## src/rtl/mc_ctrl_pkg.sv

```systemverilog
// Shared types and constants for the multi-cycle MIPS-style controller.
// States, opcode/func encodings, ALU codes and the control word bundle.
package mc_ctrl_pkg;

  typedef enum logic [3:0] {
    S_FETCH,
    S_DECODE,
    S_MEM_ADR,
    S_MEM_RD,
    S_MEM_WB,
    S_MEM_WR,
    S_R_EXEC,
    S_R_WB,
    S_I_EXEC,
    S_I_WB,
    S_BRANCH,
    S_JUMP,
    S_JAL,
    S_JR
  } state_t;

  localparam logic [5:0] OP_RTYPE = 6'b000000;
  localparam logic [5:0] OP_J     = 6'b000010;
  localparam logic [5:0] OP_JAL   = 6'b000011;
  localparam logic [5:0] OP_BEQ   = 6'b000100;
  localparam logic [5:0] OP_ADDI  = 6'b001000;
  localparam logic [5:0] OP_SLTI  = 6'b001010;
  localparam logic [5:0] OP_LW    = 6'b100011;
  localparam logic [5:0] OP_SW    = 6'b101011;

  localparam logic [5:0] F_ADD = 6'b100000;
  localparam logic [5:0] F_SUB = 6'b100010;
  localparam logic [5:0] F_AND = 6'b100100;
  localparam logic [5:0] F_OR  = 6'b100101;
  localparam logic [5:0] F_SLT = 6'b101010;
  localparam logic [5:0] F_JR  = 6'b001000;

  localparam logic [3:0] ALU_AND = 4'b0000;
  localparam logic [3:0] ALU_OR  = 4'b0001;
  localparam logic [3:0] ALU_ADD = 4'b0010;
  localparam logic [3:0] ALU_SUB = 4'b0110;
  localparam logic [3:0] ALU_SLT = 4'b0111;

  typedef enum logic [2:0] {
    AC_NONE,
    AC_ADD,
    AC_SUB,
    AC_SLT,
    AC_FUNC
  } alu_class_t;

  typedef struct packed {
    logic       pc_write;
    logic       pc_write_cond;
    logic       iord;
    logic       mem_read;
    logic       mem_write;
    logic       ir_write;
    logic       reg_write;
    logic       alu_src_a;
    logic [1:0] alu_src_b;
    logic [1:0] pc_src;
    logic [1:0] reg_dst;
    logic [1:0] write_dst;
    logic       illegal;
  } ctrl_t;

  // R-type funcs that go through the ALU (jr is handled separately)
  function automatic logic func_is_alu(input logic [5:0] f);
    return f inside {F_ADD, F_SUB, F_AND, F_OR, F_SLT};
  endfunction

endpackage

```

## src/rtl/mc_alu_dec.sv

```systemverilog
// ALU operation decoder: maps the state's ALU class and the R-type
// func field to a 4-bit ALUOperation code.
module mc_alu_dec
  import mc_ctrl_pkg::*;
(
  input  alu_class_t  cls,
  input  logic [5:0]  func,
  output logic [3:0]  alu_op
);

  always_comb begin
    alu_op = ALU_AND;
    unique case (cls)
      AC_NONE: alu_op = ALU_AND;
      AC_ADD:  alu_op = ALU_ADD;
      AC_SUB:  alu_op = ALU_SUB;
      AC_SLT:  alu_op = ALU_SLT;
      AC_FUNC: begin
        case (func)
          F_ADD:   alu_op = ALU_ADD;
          F_SUB:   alu_op = ALU_SUB;
          F_AND:   alu_op = ALU_AND;
          F_OR:    alu_op = ALU_OR;
          F_SLT:   alu_op = ALU_SLT;
          default: alu_op = ALU_AND;
        endcase
      end
      default: alu_op = ALU_AND;
    endcase
  end

endmodule

```

## src/rtl/multi_cycle_controller.sv

```systemverilog
// Moore FSM controller for a multi-cycle MIPS subset datapath.
// MC_MEM_HANDSHAKE_EN adds mem_ready stalls in FETCH, MEM_RD, MEM_WR.
module multi_cycle_controller
  import mc_ctrl_pkg::*;
(
  input  logic       clk,
  input  logic       reset,
  input  logic [5:0] opcode,
  input  logic [5:0] func,
`ifdef MC_MEM_HANDSHAKE_EN
  input  logic       mem_ready,
`endif
  output logic       PC_Write,
  output logic       PC_Write_Cond,
  output logic       IorD,
  output logic       Mem_Read,
  output logic       Mem_Write,
  output logic       IR_Write,
  output logic       Reg_Write,
  output logic       ALUsrcA,
  output logic [1:0] ALUsrcB,
  output logic [1:0] PCSrc,
  output logic [1:0] regDst,
  output logic [1:0] writeDst,
  output logic [3:0] ALUOperation,
  output logic       illegal_op
);

  state_t     state, next;
  ctrl_t      c, q;
  alu_class_t cls;
  logic [3:0] alu_op;
  logic       mem_done;

`ifdef MC_MEM_HANDSHAKE_EN
  assign mem_done = mem_ready;
`else
  assign mem_done = 1'b1;
`endif

  always_ff @(posedge clk or posedge reset) begin
    if (reset) state <= S_FETCH;
    else       state <= next;
  end

  always_comb begin
    c    = '0;
    cls  = AC_NONE;
    next = state;
    unique case (state)
      S_FETCH: begin
        c.mem_read  = 1'b1;
        c.alu_src_b = 2'b01;
        cls         = AC_ADD;
        if (mem_done) begin
          c.ir_write = 1'b1;
          c.pc_write = 1'b1;
          next       = S_DECODE;
        end
      end
      S_DECODE: begin
        c.alu_src_b = 2'b11;
        cls         = AC_ADD;
        case (opcode)
          OP_LW, OP_SW:     next = S_MEM_ADR;
          OP_ADDI, OP_SLTI: next = S_I_EXEC;
          OP_BEQ:           next = S_BRANCH;
          OP_J:             next = S_JUMP;
          OP_JAL:           next = S_JAL;
          OP_RTYPE: begin
            if (func == F_JR)          next = S_JR;
            else if (func_is_alu(func)) next = S_R_EXEC;
            else begin
              c.illegal = 1'b1;
              next      = S_FETCH;
            end
          end
          default: begin
            c.illegal = 1'b1;
            next      = S_FETCH;
          end
        endcase
      end
      S_MEM_ADR: begin
        c.alu_src_a = 1'b1;
        c.alu_src_b = 2'b10;
        cls         = AC_ADD;
        next        = (opcode == OP_LW) ? S_MEM_RD : S_MEM_WR;
      end
      S_MEM_RD: begin
        c.mem_read = 1'b1;
        c.iord     = 1'b1;
        if (mem_done) next = S_MEM_WB;
      end
      S_MEM_WB: begin
        c.reg_write = 1'b1;
        next        = S_FETCH;
      end
      S_MEM_WR: begin
        c.mem_write = 1'b1;
        c.iord      = 1'b1;
        if (mem_done) next = S_FETCH;
      end
      S_R_EXEC: begin
        c.alu_src_a = 1'b1;
        cls         = AC_FUNC;
        next        = S_R_WB;
      end
      S_R_WB: begin
        c.reg_write = 1'b1;
        c.reg_dst   = 2'b01;
        c.write_dst = 2'b01;
        next        = S_FETCH;
      end
      S_I_EXEC: begin
        c.alu_src_a = 1'b1;
        c.alu_src_b = 2'b10;
        cls         = (opcode == OP_SLTI) ? AC_SLT : AC_ADD;
        next        = S_I_WB;
      end
      S_I_WB: begin
        c.reg_write = 1'b1;
        c.write_dst = 2'b01;
        next        = S_FETCH;
      end
      S_BRANCH: begin
        c.alu_src_a     = 1'b1;
        c.pc_write_cond = 1'b1;
        c.pc_src        = 2'b01;
        cls             = AC_SUB;
        next            = S_FETCH;
      end
      S_JUMP: begin
        c.pc_write = 1'b1;
        c.pc_src   = 2'b10;
        next       = S_FETCH;
      end
      S_JAL: begin
        c.pc_write  = 1'b1;
        c.pc_src    = 2'b10;
        c.reg_write = 1'b1;
        c.reg_dst   = 2'b10;
        c.write_dst = 2'b10;
        next        = S_FETCH;
      end
      S_JR: begin
        c.pc_write = 1'b1;
        c.pc_src   = 2'b11;
        next       = S_FETCH;
      end
      default: next = S_FETCH;
    endcase
  end

  mc_alu_dec u_alu_dec (
    .cls    (cls),
    .func   (func),
    .alu_op (alu_op)
  );

  // Reset forces every output low even though the state sits in FETCH
  assign q = reset ? '0 : c;

  assign PC_Write      = q.pc_write;
  assign PC_Write_Cond = q.pc_write_cond;
  assign IorD          = q.iord;
  assign Mem_Read      = q.mem_read;
  assign Mem_Write     = q.mem_write;
  assign IR_Write      = q.ir_write;
  assign Reg_Write     = q.reg_write;
  assign ALUsrcA       = q.alu_src_a;
  assign ALUsrcB       = q.alu_src_b;
  assign PCSrc         = q.pc_src;
  assign regDst        = q.reg_dst;
  assign writeDst      = q.write_dst;
  assign illegal_op    = q.illegal;
  assign ALUOperation  = reset ? 4'b0000 : alu_op;

endmodule

```

## config.mk

```make
export PLATFORM = sky130hd
export DESIGN_NAME = multi_cycle_controller
export DESIGN_NICKNAME = d
export VERILOG_FILES = /design/src/rtl/mc_ctrl_pkg.sv /design/src/rtl/mc_alu_dec.sv /design/src/rtl/multi_cycle_controller.sv
export SDC_FILE = /design/constraint.sdc
export NUM_CORES = 1
export LEC_CHECK = 0
export CORE_MARGIN = 8
export CORE_UTILIZATION = 41
export CTS_CLUSTER_DIAMETER = 60
export CTS_CLUSTER_SIZE = 10
export DETAILED_ROUTE_END_ITERATION = 7
export GPL_TIMING_DRIVEN = 0
export PLACE_DENSITY_LB_ADDON = 0.25
export SYNTH_ARGS = -nofsm -noshare
export SYNTH_HDL_FRONTEND = slang
export SYNTH_SLANG_ARGS = --single-unit
```

## constraint.sdc

```tcl
create_clock -name clk -period 1.75 [get_ports clk]
set_input_delay 0.175 -clock clk [delete_from_list [all_inputs] [get_ports clk]]
set_output_delay 0.175 -clock clk [all_outputs]
set_load 0.01 [all_outputs]
```

### Word level (Yosys, flattened, before mapping)

Cells that the tools add are included.

| cells by class | value |
|---|---|
| add/sub/neg operators | 0 |
| $mul | 0 |
| div/mod/pow operators | 0 |
| magnitude comparators | 0 |
| equality and inequality tests | 30 |
| shift-type cells | 0 |
| multiplexer cells | 27 |
| bitwise gates (word level) | 0 |
| reduce and logical (&&, ||, !) cells | 15 |

Operators by type and width:

| cell | count |
|---|---|
| case mux 4 bit (6 select lines) | 2 |
| equality test 6 bit, second input constant | 7 |
| equality test 4 bit, second input constant | 6 |
| case mux 3 bit (4 select lines) | 2 |
| equality test 6 x 4 -> 1 bit, second input constant | 3 |
| two-way mux 17 bit | 1 |
| equality test 4 x 3 -> 1 bit, second input constant | 4 |
| case mux 4 bit (4 select lines) | 1 |
| OR reduction 2 bit | 7 |
| equality test 6 x 2 -> 1 bit, second input constant | 2 |
| case mux 2 bit (3 select lines) | 2 |
| OR reduction 4 bit | 3 |
| two-way mux 1 bit | 11 |
| equality test 4 x 2 -> 1 bit, second input constant | 2 |
| two-way mux 4 bit | 2 |
| case mux 2 bit (2 select lines) | 2 |
| OR reduction 7 bit | 1 |
| equality test 3 x 2 -> 1 bit, second input constant | 2 |
| equality test 6 x 3 -> 1 bit, second input constant | 1 |
| logical NOT 6 bit | 1 |
| two-way mux 3 bit | 2 |
| nonzero test 5 bit | 1 |
| equality test 4 x 1 -> 1 bit, second input constant | 1 |
| logical NOT 4 bit | 1 |
| other kinds (5) | 5 |

| word-level totals | value |
|---|---|
| register bits | 4 |
| latch bits | 0 |
| bits in writable memories | 0 |
| bits in read-only memories | 0 |
| bits of input ports | 14 |
| output and inout port bits | 21 |
| memories kept | 0 |

### Logic depth before layout (Yosys ltp)

| depth | value |
|---|---|
| depth in word-level cells | 7 |
| mapped depth | 5 |
| depth with buffers taken out | 4 |

### Cells and area by module

From an unflattened synthesis, not the netlist that was laid out.

| unflattened totals | value |
|---|---|
| cell total of the unflattened synthesis | 132 |
| area, all modules | 869.6 um^2 |

Modules (own cells, without submodules):

| module | instances | cells each | area each (um^2) | seq. area each (um^2) |
|---|---|---|---|---|
| multi_cycle_controller | 1 | 117 | 764.5 | 100.1 |
| mc_alu_dec | 1 | 15 | 105.1 | 0.0 |

### Worst setup path before layout

Ideal clock, no wire load.

| timing path | value |
|---|---|
| path kind | reg-to-output |
| from | register state[3] |
| to | output writeDst[1] |
| arrival | 1.542 ns |
| data required time | 1.575 ns |
| slack | 0.033 ns |
| stages on the path, launching flop included | 5 |
| cells stage by stage | dfrtp_1 clkbuf_1 nand2_1 nor4b_1 buf_4 |

| on the way | value |
|---|---|
| longest elaborated chain between the ends | 4 |
| elaborated cells between the ends (all ways) | 6 |
| those cells by class | 3 x eq/ne; 2 x mux; 1 x reduce/logical |

Ends and longest elaborated chain:

| what | line | source |
|---|---|---|
| start, declared | multi_cycle_controller.sv:29 | `state_t state, next;` |
| start signal, assigned | multi_cycle_controller.sv:43 | `else state <= next;` |
| equality test 4 bit / equality test 4 x 3 -> 1 bit (equally long branches) | multi_cycle_controller.sv:50 | `unique case (state)` |
| OR reduction 2 bit (no line) | -- |  |
| case mux 2 bit (2 select lines) * | multi_cycle_controller.sv:50 |  |
| two-way mux 17 bit * | multi_cycle_controller.sv:162 | `assign q = reset ? '0 : c;` |
| end, declared | multi_cycle_controller.sv:24 | `output logic [1:0] writeDst,` |

Every way passes the cells marked *; elsewhere a longest branch is shown, timed or not.

### Worst setup path after layout

| timing path | value |
|---|---|
| from | register state[3] |
| to | output ALUOperation[2] |

| on the way | value |
|---|---|
| longest elaborated chain between the ends | 6 |
| elaborated cells between the ends (all ways) | 14 |
| those cells by class | 9 x eq/ne; 3 x mux; 2 x reduce/logical |

Ends and longest elaborated chain:

| what | line | source |
|---|---|---|
| equality test 4 x 2 -> 1 bit, or another cell as far along | multi_cycle_controller.sv:50 |  |
| OR reduction 3 bit (no line) | -- |  |
| case mux 3 bit (4 select lines) * | multi_cycle_controller.sv:50 |  |
| equality test 3 bit, or another cell as far along | mc_alu_dec.sv:13 | `unique case (cls)` |
| case mux 4 bit (4 select lines) * | mc_alu_dec.sv:13 |  |
| two-way mux 4 bit * | multi_cycle_controller.sv:177 | `assign ALUOperation = reset ? 4'b0000 : alu_op;` |
| end, declared | multi_cycle_controller.sv:25 | `output logic [3:0] ALUOperation,` |

Marked as above.

==> flow_metrics.tcl <==
set metrics [dict create \
    rows 15 \
    violations "negative setup slack" \
    first_pass_iters 4 \
    ir_drop_v 0.000281 \
    internal_power_w 0.000280 \
    status "finished with violations" \
    startpoint_type "flip-flop" \
    grt_max_degree 11 \
    fillers 158 \
    num-nets-final 171 \
    cts_max_path_buffers 2 \
    final_cells 180 \
    layout_commonest_cell "nor2_1" \
    skew_ns 0.000583 \
    area_growth_pct 67.0 \
    numClockSinks 4 \
    clkSlewWorstSetupHoldPaths_ns 0.04 \
    synth_edf_count 0 \
    io_pins 35 \
    yosys.area.top_type "dfrtp_1" \
    pwr-share-comb_pct 51.8 \
    fmax_mhz 565 \
    core_area_sq_um 1750 \
    synthXorXnorAreaFrac_pct 1.14 \
    postLayoutCellArea_sq_um 1290 \
    die_w_um 59.4 \
    drt-total-wl_um 2770 \
    powerDensity_nw_per_um2 346 \
    synth_compound_area_share_pct 23.2 \
    clock_latency_ns 0.23 \
    min_period_ns 1.77 \
    synthAdderAreaFrac_pct 0 \
    postSynthAreaPerCell_sq_um 6.94 \
    largest_register_ffs 4 \
    cts_tree "built" \
    setup_violations 1 \
    dieArea_sq_um 3520 \
    cp_data_arrival_time_ns 1.59 \
    grtUsageMet1_pct 17.2 \
    ys_types 43 \
    start_util_pct 44.2 \
    pwr-share-clk_pct 25.8 \
    dp_hpwl_um 1870 \
    path_cells "buf_8 > nor2b_4 > nand4_1 > a21o_1 > a21oi_2 > buf_2" \
    drive_above_1_share_pct 42.6 \
    path_max_fanout 10 \
    place.gp.congestion 0.922 \
    slowest_delay_ns 0.45 \
    synth-async-reset-ratio_pct 100 \
    grtUsageMet2_pct 27.4 \
    required_ns 1.57 \
    grt_usage_pct 14.8 \
    wl_per_cell_um 15.4 \
    grt.busiest_layer "met2" \
    final_cell_mix "nor2_1, buf_4, dlygate4sd2_1" \
    initialDrtViolationCount 21 \
    synth_top_family_by_area "simple AND/OR/NAND/NOR gates" \
    portBuffers 32 \
    reg.largest.list "state (4)" \
    finalHoldViolations 0 \
    synthSimpleGateAreaFrac_pct 49.7 \
    p_seq_share_pct 22.4 \
    r2r-start "state[1]" \
    synth_top_flop_cell "dfrtp_1" \
    top_register "state" \
    ant_nets 0 \
    antenna_found_initial 0 \
    grt_overflow_total 0 \
    cpMaxStageDelayCell "dfrtp_2" \
    slew_viol_final 0 \
    worst_setup_path_end_kind "output port" \
    num_vias 1015 \
    ys_warn_count 0 \
    rrSetupSlack_ns 0.12 \
    hold_buffers 0 \
    grt_pass1_wl_um 4350 \
    p_sw_w 0.000165 \
    hold_ws_ns 0.188 \
    rsz0062_at_grt "true" \
    r2r_end "state[2]" \
    total_power_w 0.000445 \
    cap_violations 0 \
    power_leakage_nw 0.546 \
    synth_area_sq_um 771 \
    worstRegToRegCells 5 \
    worstSetupPathType "reg -> out" \
    cts-root-buf "clkbuf_4" \
    final.period_utilization_pct 101 \
    h-tree-depth 1 \
    synthCells 111 \
    dp_worst_setup_slack_ns -0.761 \
    hold_class "in -> async" \
    setup_slack_ns -0.0189 \
    synth_seq_cells 4 \
    synth_mux_area_share_pct 2.60 \
    die_h_um 59.4 \
    route.detailed.drc 0 \
    placed_cells 168 \
    cts-buffers-inserted 3 \
    syn-num-nets 125 \
    dpl-instance-area_sq_um 1120 \
    vias_per_cell 5.64 \
    synth_seq_area_share_pct 13.0 \
    n_antenna_cell 0 \
    grt_pass1_vias 968 \
    synth_area_leaders "dfrtp_1, nor2_1, a21oi_1" \
    grt_use_met3_pct 1.52 \
    synth_top_area_share_pct 13.0 \
    sw_frac_of_total_pct 37.1 \
]
==> cell type report <==
cell class              count  area (sq um)  share of cell area, %
clock buffers               3          22.5                   1.75
well taps                  25          31.3                   2.43
multi-input cells          96           703                   54.6
flip-flops and latches      4           103                   7.97
inverters                   2          7.51                  0.583
plain buffers               9           104                   8.07
repair buffers             41           317                   24.6
==> worst max-delay path, delay by kind of cell, from the launching register on <==
kind                   cells  cell delay (ns)
DFF                        1             0.45
AOI/OAI and AO/OA          2             0.32
and+or+nand+nor            2             0.29
buffers and inverters      2             0.30
==> logic make-up (layout without fill, tap and decap cells) <==
| family | count (synthesis) | after routing |
|---|---|---|
| and+or+nand+nor | 65 | 65 |
| AOI/OAI and AO/OA | 27 | 27 |
| buffers and inverters | 11 | 55 |
| DFF | 4 | 4 |
| muxes | 2 | 2 |
| other | 1 | 1 |
| xor gates and xnor gates | 1 | 1 |
==> worst max-delay path by stage <==
stage               slack, ns  cells past startpoint         endpoint  startpoint
floorplan                0.03                      4      writeDst[1]    state[3]
global placement        -0.74                      6  ALUOperation[2]   opcode[2]
finish                  -0.02                      6  ALUOperation[2]    state[3]
global route            -0.08                      6  ALUOperation[2]    state[3]
CTS                     -0.05                      6  ALUOperation[2]    state[2]
detailed placement      -0.76                      6  ALUOperation[0]   opcode[2]
==> per-layer routing <==
layer | vias up | routed length, um
met5 | - | 0
met4 | 0 | 34
met3 | 6 | 178
met2 | 43 | 1400
met1 | 464 | 1150
li1 | 502 | -
==> timing repair <==
item	CTS	global route
gates resized for setup	77	36
cloned	0	0
setup endpoints to repair	20	15
buffers inserted	8	1
pin swaps	7	9
==> cell usage after synthesis, types with 2 or more instances <==
master and n:
a31oi_1 4, o21ai_0 3, nor2_1 14, nand2_1 8, or4_4 2, or2_2 2, dfrtp_1 4, buf_4 2
nand2b_1 5, a21oi_1 8, nand3_1 3, buf_2 2, mux2i_1 2, a211oi_1 2, inv_1 2, buf_6 2
nand4_1 3, nor3b_1 2, and3_1 2, nor2b_1 6, a22oi_1 2, clkbuf_1 2, nor3_1 8, o32ai_1 2
==> stage by stage <==
stage	TNS, ns	util (%)
2_1_floorplan	0	-
3_3_place_gp	-7.04	64.3
3_5_place_dp	-7.26	64.3
4_1_cts	-0.103	71.1
5_1_grt	-0.264	73.8
6_report	-0.0189	73.8
==> power by group through the flow <==
stage | sequential [W] | combinational, W | clock [W]
6_report | 0.0000997 | 0.000231 | 0.000115
4_1_cts | 0.0000986 | 0.000216 | 0.000113
3_3_place_gp | 0.0000994 | 0.000206 | 0
2_1_floorplan | 0.0000992 | 0.000112 | 0
5_1_grt | 0.000101 | 0.000250 | 0.000120
3_5_place_dp | 0.0000994 | 0.000208 | 0
No activity file was read; power rests on OpenSTA's default activity.
